[config.mk]
export PLATFORM = sky130hd
export DESIGN_NAME = arb_req_client
export DESIGN_NICKNAME = d
export VERILOG_FILES = /design/src/rtl/arb_pkg.sv /design/src/rtl/arb_client_fifo.sv /design/src/rtl/arb_req_client.sv
export SDC_FILE = /design/constraint.sdc
export NUM_CORES = 1
export LEC_CHECK = 0
export ABC_AREA = 1
export CORE_MARGIN = 10
export CORE_UTILIZATION = 46
export DETAILED_ROUTE_END_ITERATION = 10
export GPL_ROUTABILITY_DRIVEN = 0
export GPL_TIMING_DRIVEN = 0
export PLACE_DENSITY = 0.67
export SETUP_SLACK_MARGIN = 0.02
export SLEW_MARGIN = 40
export SYNTH_ARGS = -nofsm -noshare
export SYNTH_HDL_FRONTEND = slang
export SYNTH_SLANG_ARGS = --single-unit
[constraint.sdc]
create_clock -name clk -period 2.1 [get_ports clk]
set_input_delay 0.315 -clock clk [delete_from_list [all_inputs] [get_ports clk]]
set_output_delay 0.315 -clock clk [all_outputs]
set_load 0.02 [all_outputs]
[src/rtl/arb_pkg.sv]
`default_nettype none
// ============================================================================
// arb_pkg : shared constants and client FSM encoding for the arbiter slice
// Rev 1.0
// ============================================================================
package arb_pkg;

  localparam int ARB_NUM_REQ = 4;
  localparam int ARB_MAX_CYC = 4;

  localparam int CLIENT_ST_W = 2;
  typedef logic [CLIENT_ST_W-1:0] client_state_t;

  localparam logic [1:0] ST_IDLE = 2'd0;
  localparam logic [1:0] ST_WAIT = 2'd1;
  localparam logic [1:0] ST_OWN  = 2'd2;

endpackage
`default_nettype wire

[src/rtl/arb_client_fifo.sv]
`default_nettype none
// ============================================================================
// arb_client_fifo : synchronous FIFO with wrapping pointers and word count
// Rev 1.0
// ============================================================================
module arb_client_fifo #(
  parameter  int DW    = 8,
  parameter  int DEPTH = 8,
  localparam int AW    = $clog2(DEPTH),
  localparam int CW    = $clog2(DEPTH) + 1
) (
  input  logic          clk,
  input  logic          rst,
  input  logic          push,
  input  logic [DW-1:0] push_data,
  input  logic          pop,
  output logic [DW-1:0] head_data,
  output logic [CW-1:0] count,
  output logic          full,
  output logic          empty
);

  logic [DW-1:0] r_mem [DEPTH];
  logic [AW-1:0] r_wr_ptr;
  logic [AW-1:0] r_rd_ptr;
  logic [CW-1:0] r_count;
  logic          w_push;
  logic          w_pop;

  assign full      = (r_count == CW'(DEPTH));
  assign empty     = (r_count == '0);
  assign w_push    = push && !full;
  assign w_pop     = pop && !empty;
  assign count     = r_count;
  assign head_data = r_mem[r_rd_ptr];

  // DEPTH is a power of two, so pointers wrap by natural overflow.
  always_ff @(posedge clk or negedge rst) begin
    if (!rst) begin
      r_wr_ptr <= '0;
      r_rd_ptr <= '0;
      r_count  <= '0;
    end else begin
      if (w_push) r_wr_ptr <= r_wr_ptr + 1'b1;
      if (w_pop)  r_rd_ptr <= r_rd_ptr + 1'b1;
      r_count <= r_count + CW'(w_push) - CW'(w_pop);
    end
  end

  always_ff @(posedge clk or negedge rst) begin
    if (!rst) begin
      for (int i = 0; i < DEPTH; i++) r_mem[i] <= '0;
    end else if (w_push) begin
      r_mem[r_wr_ptr] <= push_data;
    end
  end

endmodule
`default_nettype wire

[src/rtl/arb_req_client.sv]
`default_nettype none
// ============================================================================
// arb_req_client : buffered requester front end for the round-robin arbiter
// Rev 1.0
// ============================================================================
module arb_req_client
  import arb_pkg::*;
#(
  parameter  int DW      = 8,
  parameter  int DEPTH   = 8,
  parameter  int MAX_CYC = ARB_MAX_CYC,
  localparam int SW      = $clog2(MAX_CYC + 2)
) (
  input  logic          clk,
  input  logic          rst,
  input  logic          in_valid,
  input  logic [DW-1:0] in_data,
  output logic          in_ready,
  output logic          req,
  input  logic          gnt,
  output logic          out_valid,
  output logic [DW-1:0] out_data,
  output logic [SW-1:0] slice_cnt,
  output logic          preempt,
  output logic          gnt_err
);

  localparam int CW = $clog2(DEPTH) + 1;

  logic [CW-1:0] w_count;
  logic [CW-1:0] w_count_next;
  logic          w_full;
  logic          w_empty;
  logic          w_push;
  logic          w_pop;

  logic          r_req;
  client_state_t r_state;
  client_state_t w_state_next;
  logic          w_preempt_set;
  logic          r_preempt;
  logic [SW-1:0] r_slice;
  logic          r_tail;
  logic          r_gnt_err;
  logic          w_err_set;

  assign w_push       = in_valid && !w_full;
  assign w_pop        = gnt && !w_empty;
  assign w_count_next = w_count + CW'(w_push) - CW'(w_pop);

  assign in_ready  = !w_full;
  assign out_valid = w_pop;
  assign req       = r_req;
  assign slice_cnt = r_slice;
  assign preempt   = r_preempt;
  assign gnt_err   = r_gnt_err;

  arb_client_fifo #(
    .DW    (DW),
    .DEPTH (DEPTH)
  ) u_fifo (
    .clk       (clk),
    .rst       (rst),
    .push      (w_push),
    .push_data (in_data),
    .pop       (w_pop),
    .head_data (out_data),
    .count     (w_count),
    .full      (w_full),
    .empty     (w_empty)
  );

  always_comb begin
    w_state_next  = r_state;
    w_preempt_set = 1'b0;
    case (r_state)
      ST_IDLE: if (w_count_next != '0) w_state_next = ST_WAIT;
      ST_WAIT: if (gnt) w_state_next = ST_OWN;
      ST_OWN: begin
        if (!gnt) begin
          if (!w_empty) begin
            w_state_next  = ST_WAIT;
            w_preempt_set = 1'b1;
          end else begin
            w_state_next = ST_IDLE;
          end
        end
      end
      default: w_state_next = ST_IDLE;
    endcase
  end

  always_ff @(posedge clk or negedge rst) begin
    if (!rst) begin
      r_state   <= ST_IDLE;
      r_preempt <= 1'b0;
      r_req     <= 1'b0;
    end else begin
      r_state   <= w_state_next;
      r_preempt <= w_preempt_set;
      r_req     <= (w_count_next != '0);
    end
  end

  always_ff @(posedge clk or negedge rst) begin
    if (!rst) begin
      r_slice <= '0;
    end else if (!gnt) begin
      r_slice <= '0;
    end else if (r_slice != SW'(MAX_CYC + 1)) begin
      r_slice <= r_slice + 1'b1;
    end
  end

  // One grant cycle without a request is the legal tail; a second in a row is not.
  assign w_err_set = gnt && ((r_slice == SW'(MAX_CYC)) || (!r_req && r_tail));

  always_ff @(posedge clk or negedge rst) begin
    if (!rst) begin
      r_tail    <= 1'b0;
      r_gnt_err <= 1'b0;
    end else begin
      r_tail    <= gnt && !r_req;
      r_gnt_err <= r_gnt_err | w_err_set;
    end
  end

endmodule
`default_nettype wire

Word-level counts from Yosys, hierarchy flattened

Index checks and enable logic that the tools add are counted.

Register bits: 83
Input bits: 12
Word-level logic and storage cells: 71

Add/subtract/negate cells: 7
Order comparisons: 3
Equal/unequal tests: 9
Multiplexer cells: 16
Bitwise logic cells: 3
Reduce and logical (&&, ||, !) cells: 16

Operators by type and width:

| operator            | number |
|---|---|
| $bwmux 64           | 1 |
| $bmux 8 s3          | 1 |
| $demux 8 s3         | 1 |
| $mux 8              | 3 |
| $add 3x1->3 const B | 3 |
| $add 4x1->4         | 2 |
| $ge 4x4->1 const B  | 2 |
| $logic_and 1x1->1   | 8 |
| $not 3->4           | 2 |
| $sub 4x1->4         | 2 |
| $mux 2              | 3 |
| $mux 3              | 2 |
| $ne 2x2->1 const B  | 3 |
| $pmux 2 s3          | 1 |
| $eq 4x4->1 const B  | 1 |
| $logic_not 4->1     | 1 |
| $lt 4x1->1 const B  | 1 |
| $mux 1              | 4 |
| $reduce_bool 4->1   | 1 |
| $eq 3x3->1 const B  | 1 |
| $logic_not 1->1     | 3 |
| $ne 3x3->1 const B  | 1 |
| $reduce_and 3->1    | 1 |
| $eq 2x1->1 const B  | 1 |
| other kinds (5)     | 5 |

Longest topological paths before layout

Depth after elaboration: 8
Depth in mapped cells: 16

Hierarchy

Synthesis repeated with hierarchy kept, for this count alone.

Cells, all modules: 639
Area, all modules: 4961.0 um^2

By module, submodules not included:

| module          | times used | cells each | area each (um^2) |
|---|---|---|---|
| arb_client_fifo | 1          | 571        | 4381.7 |
| arb_req_client  | 1          | 68         | 579.3 |

Worst setup path after synthesis

Ideal clock, no wire load.

Path type: register to register
Start point: register u_fifo.r_count[2] (netlist: u_fifo.count[2])
End point: register r_state[0]
Arrival time: 2.264 ns
Required time: 1.983 ns
Setup slack: -0.281 ns
Cell stages (with the launch flop): 16
Buffers on the path: 0
Clock period less this slack: 2.381 ns
Cells stage by stage: dfrtp_1 > inv_1 > ha_1 > nand3_1 > nand2_1 > inv_1 > ha_1 > inv_1 > ha_1 > inv_1 > fa_1 > nand3_1 > nor2_1 > nand3_1 > nand2_1 > nand2_1

RTL lines:

| what                       | RTL line              | text |
|---|---|---|
| start: declaration         | arb_client_fifo.sv:26 | `logic [CW-1:0] r_count;` |
| start signal: assignment   | arb_client_fifo.sv:46 | `r_count <= r_count + CW'(w_push) - CW'(w_pop);` |
| $logic_not 4->1            | arb_client_fifo.sv:31 | `assign empty = (r_count == '0);` |
| $logic_not 1->1            | arb_req_client.sv:48  | `assign w_pop = gnt && !w_empty;` |
| $logic_and 1x1->1          | arb_req_client.sv:48  |  |
| net out_valid              | arb_req_client.sv:21  | `output logic out_valid,` |
| $sub 4x1->4                | arb_req_client.sv:49  | `assign w_count_next = w_count + CW'(w_push) - CW'(w_pop);` |
| $reduce_bool 4->1          | arb_req_client.sv:77  | `ST_IDLE: if (w_count_next != '0) w_state_next = ST_WAIT;` |
| $ne 2x2->1 (no line)       | n/a                   |  |
| $reduce_and 3->1 (no line) | n/a                   |  |
| end signal: assignment     | arb_req_client.sv:99  | `r_state <= w_state_next;` |
| end: declaration           | arb_req_client.sv:38  | `client_state_t r_state;` |

The timed path passes the listed nets, and every way through them passes these cells. The select of a mux whose other input is x is not followed.
A chain may end at the register's enable or synchronous reset.

Worst setup path in the final report

Start point: register u_fifo.r_count[2] (netlist: u_fifo.count[2])
End point: register r_state[0]

Cells in the longest elaborated chain, start to end: 8

Ends and longest elaborated chain:

| what                       | RTL line              | text |
|---|---|---|
| $eq 4x4->1                 | arb_client_fifo.sv:30 | `assign full = (r_count == CW'(DEPTH));` |
| $logic_not 1->1            | arb_req_client.sv:47  | `assign w_push = in_valid && !w_full;` |
| $logic_and 1x1->1          | arb_req_client.sv:47  |  |
| $add 4x1->4                | arb_req_client.sv:49  |  |
| $sub 4x1->4                | arb_req_client.sv:49  |  |
| $reduce_bool 4->1          | arb_req_client.sv:77  |  |
| $ne 2x2->1 (no line)       | n/a                   |  |
| $reduce_and 3->1 (no line) | n/a                   |  |

Parallel ways exist; a longest one is shown, timed or not. The select of a mux whose other input is x is not followed.

==> impl_metrics.json <==
{
  "final_cells": 722,
  "initial_core_util": 0.473,
  "cts-buffers-inserted": 9,
  "max_freq_ghz": 0.436,
  "finClkSkew_ns": 0.00728,
  "drv_cap": 0,
  "hp-class": "input pin to register",
  "synth_top_family_by_area": "simple AND/OR/NAND/NOR gates",
  "nFillCells": 873,
  "yosys-top-cells-area": "dfrtp_1 (48%), nand2_1 (15%), nand3_1 (8.7%)",
  "place_hpwl_mm": 7.89,
  "io_pins": 28,
  "core_mm2": 0.00924,
  "drive_gt1_frac": 0.169,
  "hp-start": "gnt",
  "synth_warnings": 0,
  "tightest_slew_ns": 0.632,
  "num_rows": 35,
  "vias": 3740,
  "synth-simple-area-share": 0.341,
  "cp-start-kind": "register",
  "worst_slack_ns": -0.191,
  "ys_ff_latch": 83,
  "hold_viol": 0,
  "syn-num-nets": 580,
  "htreeDepth": 3,
  "detail_route.iter0.violations": 320,
  "fin_tns_setup_ns": -0.345,
  "rsz0062_at_grt": "true",
  "r2r-start": "u_fifo.count[2]$_DFF_PN0_",
  "drtPass1Iterations": 5,
  "insertion_delay_ns": 0.36,
  "utilization": 0.557,
  "status": "finished with violations",
  "worstRegToRegCells": 16,
  "drv_slew": 0,
  "clock_sinks": 83,
  "synth_top_area_frac": 0.475,
  "remaining_drc_errors": 0,
  "slew_headroom": 0.579,
  "dieWidth_um": 117,
  "antenna_left": 0,
  "synth-compound-area-share": 0.0544,
  "synth_top_area_cell": "dfrtp_1",
  "synth_fa_ha_area_frac": 0.0492,
  "cts_tree": "done",
  "violations": "setup timing",
  "wl_mm": 11.6,
  "die_h_um": 117,
  "synth_edf_count": 0,
  "grt_pass1_wl_mm": 19.3,
  "worst-endpoint-required_ns": 2.36,
  "synthArstFlopShare": 1.00,
  "clkTransAtPathRegs_ns": 0.08,
  "area.growth.synth_to_final_pct": 17.9,
  "p_leak_uw": 0.00260,
  "grt_overflow": 0,
  "crit_fanout": 3,
  "min_delay_worst_endpoint": "preempt$_DFF_PN0_",
  "syn_area_per_cell_um2": 7.92,
  "port-buffer-count": 18,
  "rr_endpoint": "r_state[0]$_DFFE_PN0P_",
  "whs_path_depth": 2,
  "clockBufferDepth": 2,
  "peakVddDrop_mv": 0.938,
  "p_per_area_mw_per_mm2": 1620,
  "setup_viol": 3,
  "cp.arrival_ns": 2.55,
  "antenna_found_initial": 0,
  "seq_area_mm2": 0.00208,
  "postSynthCellCount": 552,
  "reg2reg_slack_ns": -0.19,
  "synth_xor_area_frac": 0.0120,
  "post-route-period-util": 1.09,
  "path_class": "register to register",
  "multi_input_area_mm2": 0.00210,
  "min_period_ns": 2.29,
  "synthMuxAreaShare": 0,
  "n_antenna_cell": 0,
  "grt_max_degree": 49,
  "worstSetupEndpointType": "register",
  "grt_pass1_vias": 3728,
  "dieArea_mm2": 0.0138,
  "place_inst": 700,
  "dpl_worst_slack_ns": -0.311,
  "final_nets": 617,
  "cts-root-buf": "clkbuf_8",
  "ys_seq_area_frac": 0.475,
  "netlist_area_mm2": 0.00437,
  "synthFlopType": "dfrtp_1",
  "avgViaCountPerCell": 5.18,
  "track_usage": 0.170,
  "wl_per_cell_um": 16.0,
  "ys_types": 25
}
[cells in the mapped netlist (2+ instances only)]
| library cell | instances |
|---|---|
| clkbuf_1 | 9 |
| nand3b_1 | 2 |
| dfrtp_1 | 83 |
| fa_1 | 2 |
| ha_1 | 14 |
| buf_6 | 6 |
| o21ai_1 | 28 |
| nor2_4 | 8 |
| nor2_1 | 67 |
| nand2_4 | 3 |
| nand2_2 | 6 |
| inv_1 | 23 |
| o21ai_0 | 16 |
| nand2_1 | 177 |
| a21oi_1 | 2 |
| buf_4 | 3 |
| inv_2 | 6 |
| xor2_1 | 5 |
| buf_2 | 11 |
| nand3_1 | 76 |
[layout by cell type (no fill, tap or decap), types with 4 or more instances in the layout]
cell type        count
buf_2                9
buf_4               12
buf_6               13
clkbuf_1             9
clkbuf_8            11
clkdlybuf4s50_1      8
dfrtp_1             81
ha_1                 8
ha_4                 5
inv_1               17
inv_2               11
nand2_1            176
nand2_2              6
nand2_4              4
nand3_1             75
nor2_1              62
nor2_2               5
nor2_4               8
o21ai_0             13
o21ai_1             30
xor2_1               5
[worst max-delay path by stage]
stage	from	end	slack (ns)	cells after the start
floorplan	u_fifo.count[3]$_DFF_PN0_	r_state[0]$_DFFE_PN0P_	-0.07	15
global placement	rst	gnt_err$_DFF_PN0_	-2.39	1
detailed placement	in_valid	r_state[0]$_DFFE_PN0P_	-0.31	12
CTS	u_fifo.count[2]$_DFF_PN0_	r_state[0]$_DFFE_PN0P_	-0.18	15
global route	u_fifo.count[2]$_DFF_PN0_	r_state[0]$_DFFE_PN0P_	-0.30	16
finish	u_fifo.count[2]$_DFF_PN0_	r_state[0]$_DFFE_PN0P_	-0.19	16
[per-stage QoR]
step                hold WS (ns)  cell area [um2]  power, uW
floorplan                 0.0194             4430       5560
global placement           0.432             4770       6740
detailed placement         0.244             4800       6890
CTS                        0.263             5110       8240
global route               0.285             5150       9060
finish                     0.271             5150       8330
[area by class of cell]
| class | instances | area share |
|---|---|---|
| Clock buffer | 11 | 0.0294 |
| Clock inverter | 4 | 0.0143 |
| Tap cell | 129 | 0.0313 |
| Buffer | 29 | 0.0444 |
| Multi-Input combinational cell | 409 | 0.408 |
| Sequential cell | 83 | 0.404 |
| Timing Repair Buffer | 26 | 0.0442 |
| Inverter | 31 | 0.0250 |
[worst max-delay path: stages (launching register included)]
cell	delay, ns
dfrtp_1	0.38
inv_2	0.12
ha_4	0.16
nand3_4	0.09
nand2_4	0.09
inv_6	0.04
ha_4	0.20
inv_2	0.06
ha_4	0.12
inv_2	0.03
fa_1	0.38
nand2_1	0.10
nand3_1	0.08
nor2_1	0.10
nand3_1	0.12
nand2_1	0.08
nand2_1	0.04
[metal layers]
metal / part of all wire / global-route usage
met5: 0 / 0
met4: 0.028 / 0.0657
met2: 0.44 / 0.252
met1: 0.46 / 0.233
met3: 0.063 / 0.0398
[logic make-up after synthesis]
kind of cell    count (synthesis)
compound gates                 47
xor+xnor                        6
fa+ha+maj                      16
buf+inv                        60
flops                          83
simple gates                  340
[power breakdown]
group	internal [uW]	switching, uW
logic	1590	2690
registers	2300	435
clock network	729	581
total	4620	3710
[registers in the layout, indices dropped and copies added, names as in the netlist]
name,flops
u_fifo.r_rd_ptr,3
preempt,1
u_fifo.r_mem,64
r_tail,1
req,1
u_fifo.r_wr_ptr,3
gnt_err,1
r_state,2
slice_cnt,3
u_fifo.count,4
[what timing repair did]
item | in CTS | in global routing
endpoints found under the hold margin | 35 | 0
setup endpoints to repair | 13 | 12
gates resized for setup | 47 | 25
pin swaps | 5 | 2
setup buffers | 5 | 1
hold buffers | 1 | 0
(Power assumes the default switching activity.)
